===== config.mk =====
export PLATFORM = sky130hd
export DESIGN_NAME = pkt_fifo
export DESIGN_NICKNAME = d
export VERILOG_FILES = /design/src/rtl/pkt_fifo_outreg.sv /design/src/rtl/pkt_fifo.sv
export SDC_FILE = /design/constraint.sdc
export NUM_CORES = 1
export LEC_CHECK = 0
export BUFFER_PORTS_ARGS = -buffer_cell sky130_fd_sc_hd__buf_2
export CAP_MARGIN = 5
export CORE_MARGIN = 3
export CORE_UTILIZATION = 45
export CTS_BUF_LIST = sky130_fd_sc_hd__clkbuf_16
export DETAILED_ROUTE_END_ITERATION = 12
export GPL_TIMING_DRIVEN = 0
export HOLD_SLACK_MARGIN = 0.03
export PLACE_DENSITY = 0.68
export REMOVE_ABC_BUFFERS = 1
export SYNTH_ARGS = -nofsm -noshare
export SYNTH_HDL_FRONTEND = slang
export SYNTH_SLANG_ARGS = --single-unit

===== constraint.sdc =====
create_clock -name i_clk -period 6.25 [get_ports i_clk]
set_input_delay 0.9375 -clock i_clk [delete_from_list [all_inputs] [get_ports i_clk]]
set_output_delay 0.9375 -clock i_clk [all_outputs]
set_load 0.005 [all_outputs]

===== src/rtl/pkt_fifo_outreg.sv =====
// Registered read stage for pkt_fifo: one extra cycle of read latency.
// Reloads every cycle from the prefetch address, so the word holds while the consumer stalls.
module pkt_fifo_outreg #(
  parameter int BW = 8
) (
  input  logic        clk,
  input  logic        rst_n,
  input  logic        avail,
  input  logic [BW:0] word,
  output logic        valid,
  output logic [BW:0] q
);

  always_ff @(posedge clk or negedge rst_n) begin
    if (!rst_n) begin
      valid <= 1'b0;
      q     <= '0;
    end else begin
      valid <= avail;
      q     <= word;
    end
  end

endmodule


===== src/rtl/pkt_fifo.sv =====
// Packet FIFO: written words stay invisible to the reader until their packet's last word lands.
// A packet that would fill the whole FIFO uncommitted is dropped through its last word.
module pkt_fifo #(
  parameter int BW             = 8,
  parameter int LGFLEN         = 4,
  parameter bit OPT_ASYNC_READ = 1'b1
) (
  input  logic            i_clk,
  input  logic            i_reset_n,
  input  logic            i_wr,
  input  logic [BW-1:0]   i_data,
  input  logic            i_last,
  input  logic            i_abort,
  output logic            o_full,
  output logic            o_overflow,
  output logic            o_valid,
  input  logic            i_ready,
  output logic [BW-1:0]   o_data,
  output logic            o_last,
  output logic [LGFLEN:0] o_fill,
  output logic [LGFLEN:0] o_pkts
);

  localparam int unsigned     FLEN      = 1 << LGFLEN;
  localparam logic [LGFLEN:0] FULL_DIFF = {1'b1, {LGFLEN{1'b0}}};
  localparam logic [LGFLEN:0] PTR_ONE   = {{LGFLEN{1'b0}}, 1'b1};

  typedef enum logic {FILL, DROP} wstate_t;

  wstate_t         state, state_next;
  logic [LGFLEN:0] wr_addr, commit_addr, rd_addr, rd_next;
  logic [BW:0]     mem [FLEN];
  logic [BW:0]     rd_word;
  logic            accept, commit, rewind, drop_start, xfer, rd_last;

  assign o_full  = (state == FILL) && ((wr_addr - rd_addr) == FULL_DIFF);
  assign o_fill  = commit_addr - rd_addr;
  assign xfer    = o_valid && i_ready;
  assign rd_last = xfer && o_last;
  assign rd_next = xfer ? rd_addr + PTR_ONE : rd_addr;
  assign commit  = accept && i_last;

  always_ff @(posedge i_clk or negedge i_reset_n) begin
    if (!i_reset_n) state <= FILL;
    else            state <= state_next;
  end

  // Abort wins over everything; the drop check only fires once the uncommitted packet owns every slot.
  always_comb begin
    state_next = state;
    accept     = 1'b0;
    rewind     = 1'b0;
    drop_start = 1'b0;
    case (state)
      FILL: begin
        if (i_abort) begin
          rewind = 1'b1;
        end else if (o_full && (commit_addr == rd_addr)) begin
          state_next = DROP;
          rewind     = 1'b1;
          drop_start = 1'b1;
        end else if (i_wr && !o_full) begin
          accept = 1'b1;
        end
      end
      DROP: begin
        if (i_abort || (i_wr && i_last)) state_next = FILL;
      end
      default: state_next = FILL;
    endcase
  end

  always_ff @(posedge i_clk or negedge i_reset_n) begin
    if (!i_reset_n) begin
      wr_addr     <= '0;
      commit_addr <= '0;
      rd_addr     <= '0;
      o_pkts      <= '0;
      o_overflow  <= 1'b0;
    end else begin
      if (rewind)      wr_addr <= commit_addr;
      else if (accept) wr_addr <= wr_addr + PTR_ONE;
      if (commit) commit_addr <= wr_addr + PTR_ONE;
      rd_addr    <= rd_next;
      o_overflow <= drop_start;
      case ({commit, rd_last})
        2'b10:   o_pkts <= o_pkts + PTR_ONE;
        2'b01:   o_pkts <= o_pkts - PTR_ONE;
        default: ;
      endcase
    end
  end

  always_ff @(posedge i_clk) begin
    if (accept) mem[wr_addr[LGFLEN-1:0]] <= {i_last, i_data};
  end

  assign {o_last, o_data} = rd_word;

  if (OPT_ASYNC_READ) begin : g_async
    assign o_valid = (commit_addr != rd_addr);
    assign rd_word = mem[rd_addr[LGFLEN-1:0]];
  end else begin : g_reg
    logic        pre_avail;
    logic [BW:0] pre_word;

    // Prefetch at the post-transfer pointer against this cycle's commit pointer,
    // so a fresh packet shows one cycle later than the combinational path.
    assign pre_avail = (commit_addr != rd_next);
    assign pre_word  = mem[rd_next[LGFLEN-1:0]];

    pkt_fifo_outreg #(.BW(BW)) u_outreg (
      .clk   (i_clk),
      .rst_n (i_reset_n),
      .avail (pre_avail),
      .word  (pre_word),
      .valid (o_valid),
      .q     (rd_word)
    );
  end

endmodule


==> results.cfg <==
[run_status]
status = finished, final reports clean

[critical_path]
r2r-start = rd_addr[0]$_DFFE_PN0P_
crit_start = rd_addr[0]$_DFFE_PN0P_
worstPathMaxFanout = 41
cp.buffers_inverters = 2
critPathTopFamily = simple AND/OR/NAND/NOR gates
max_stage_delay_ps = 970
path_class = reg -> reg
endpoint_kind = register
timing.rr.end = o_pkts[4]$_DFFE_PN0P_
path_cells = ha_1 > nor3b_1 > xnor2_1 > nor4_4 > nor2_4 > nand2_4 > ha_1 > inv_1 > fa_1 > inv_1 > a21o_1 > a21oi_1 > xnor2_1 > nor2_1 > xor2_1
cp.required_ps = 6590
cp.depth = 15
startpoint_type = register
r2r_cells = 15
endpoint = o_pkts[4]$_DFFE_PN0P_
regToRegSetupSlack_ps = 2030
crit_slowest_cell = dfrtp_4
worst_ep_arrival_time_ps = 4560

[timing]
clock.fmax_mhz = 237
relSlewSlack_pct = 44.6
hold_viol_final = 0
min_period_ps = 4220
period_share_pct = 67.6
setup_viol = 0
final_max_slew_viol_count = 0
finClkSkew_ps = 10.2
tightest_slew_ps = 831
rsz0062_at_grt = false
fin_tns_setup_ps = 0

[detailed_routing]
wl_mm = 13.4
drtPass1Iterations = 5
antenna_left = 0
vias = 3432
viasPerCell = 5.72
drt_iter0_drc = 296
drc_errors = 0
post_drt_wl_per_cell_um = 22.4

[finish]
fin_area_um2 = 7920
drive_gt1_share_pct = 30.0
synthToLayoutAreaGrowth_pct = 13.3
fin_nets = 437
n_fill_cell = 1158
num_antenna_cells = 0

[grt]
antenna_found_initial = 2
grt_pass1_vias = 3540
gr-total-overflow = 0
track_usage_pct = 17.4
grt_pass1_wl_mm = 21.3
grt_max_degree = 42

[clock_tree]
cts_root_buf = clkbuf_16
h-tree-depth = 4
tritoncts = yes
insertion_delay_ps = 420
post_cts_buffers = 0
hold_buffers = 0
clockBufferDepth = 2
clkTransAtPathRegs_ps = 60
cts_resized = 0
clock_sinks = 166
cts_buffers = 17

[synth]
synthCells = 362
mappedNetlistArea_um2 = 6990
yosys.area.top_type = edfxtp_1
synth.distinct_cells = 34
synth_most_common_cell = edfxtp_1
ys_top_cells_by_area = edfxtp_1 62%, mux4_2 15%, dfrtp_1 7.9%
synth_edf_count = 144
synthArstFlopShare_pct = 13.3
ys.warnings.count = 0
yosysTopAreaCellShare_pct = 61.9
synth_ff_type = edfxtp_1
avgSynthCellArea_um2 = 19.3
ys_ff_latch = 166
ys_seq_area_share_pct = 69.7
ys_top_cells_by_count = 144 x edfxtp_1, 45 x mux4_2, 22 x dfrtp_1

[floorplan]
fp.dieArea_um2 = 17100
io_pins = 36
fp.dieH_um = 131
start_util_pct = 47.0
fp-row-count = 44
fp.dieW_um = 131
core_um2 = 14900

[pwr]
power_density_nw_per_um2 = 464
peakVddDrop_v = 0.000218
p_leak_uw = 0.00276

[placement]
place_congestion = 0.777
port_buffers = 35
dpl.hpwl_mm = 8.27
place_area_um2 = 7380

[flow_run]
maxCapViolations = 0

[worst_hold_path]
min_path_type = reg -> reg
[flip-flops by register name, indices dropped and copies added, names as in the netlist]
name	cells
o_overflow	1
rd_addr	5
mem	144
commit_addr	5
wr_addr	5
state	1
o_pkts	5
[kinds of logic (layout without fill, tap and decap cells)]
group / count (synthesis) / count (layout) / share of synthesized area, %
flops: 166 / 166 / 69.7
simple gates: 53 / 53 / 4.74
mux: 51 / 51 / 15.6
buf+inv: 30 / 84 / 1.68
xor+xnor: 24 / 24 / 3.01
fa+ha+maj: 19 / 19 / 3.62
compound gates: 19 / 19 / 1.56
[per-stage QoR]
step,cells,setup slack [ps],util (%),hold slack [ps],total power (µW)
2_1_floorplan,348,1770,-,465,2360
3_3_place_gp,567,738,49.4,450,2740
3_5_place_dp,569,2020,49.6,469,2770
4_1_cts,600,1950,53.3,479,3730
5_1_grt,600,1560,53.3,502,3890
6_report,600,2030,53.3,466,3670
[worst reg2reg max path, cell delays in order (launching register included)]
cell and delay [ps]:
dfrtp_4 970, ha_1 320, nor3b_1 280, xnor2_1 160
nor4_4 700, nor2_4 140, nand2_4 180, ha_1 250
inv_1 100, fa_1 410, inv_1 80, a21o_1 110
a21oi_1 80, xnor2_1 130, nor2_1 110, xor2_1 150
[worst min-delay path by stage]
| stage | startpoint | endpoint | slack (ps) | cells after the start |
|---|---|---|---|---|
| global placement | o_pkts[4]$_DFFE_PN0P_ | o_pkts[4]$_DFFE_PN0P_ | 450 | 1 |
| floorplan | o_pkts[4]$_DFFE_PN0P_ | o_pkts[4]$_DFFE_PN0P_ | 460 | 1 |
| finish | o_pkts[4]$_DFFE_PN0P_ | o_pkts[4]$_DFFE_PN0P_ | 470 | 1 |
| CTS | o_pkts[4]$_DFFE_PN0P_ | o_pkts[4]$_DFFE_PN0P_ | 480 | 1 |
| global route | o_pkts[4]$_DFFE_PN0P_ | o_pkts[4]$_DFFE_PN0P_ | 500 | 1 |
| detailed placement | o_pkts[4]$_DFFE_PN0P_ | o_pkts[4]$_DFFE_PN0P_ | 470 | 1 |
[power by group]
group          leakage (µW)  internal [µW]  switching (µW)
Clock              0.000256            541             409
Combinational      0.000948            660             550
Sequential          0.00156           1320             192
[layout by cell type (no fill, tap or decap), types with 2 or more instances in the layout]
cell / n
a21o_1: 4
a21oi_1: 10
and2_1: 13
and4_2: 3
buf_2: 35
clkbuf_16: 17
clkinv_1: 3
clkinv_2: 2
clkinv_4: 2
clkinvlp_4: 4
dfrtp_1: 20
edfxtp_1: 144
fa_1: 2
ha_1: 17
inv_1: 16
mux2_4: 4
mux2i_1: 2
mux4_2: 45
nand2_1: 8
nand3_1: 2
nand4_1: 3
nor2_1: 9
nor2b_1: 3
nor3b_1: 2
nor4b_1: 2
o21ai_0: 4
xnor2_1: 16
xor2_1: 8
[per-layer routing]
metal / vias up / GRT usage [%] / part of all wire, %
li1: 1516 / - / -
met1: 1783 / 23.4 / 41
met2: 113 / 28.0 / 51
met3: 16 / 4.43 / 6.0
met4: 4 / 5.99 / 1.2
met5: - / 0 / 0.18
[cell type report]
| cell class | count | area [µm²] | share of cell area [%] |
|---|---|---|---|
| clock buffer | 17 | 425 | 5.37 |
| clock inverter | 14 | 114 | 1.44 |
| inverter | 16 | 60.1 | 0.759 |
| multi-input combinational | 166 | 2000 | 25.3 |
| sequential | 166 | 4880 | 61.6 |
| tap | 184 | 230 | 2.91 |
| timing repair buffer | 37 | 206 | 2.61 |
Note: power is estimated with default switching activity, not from simulation.
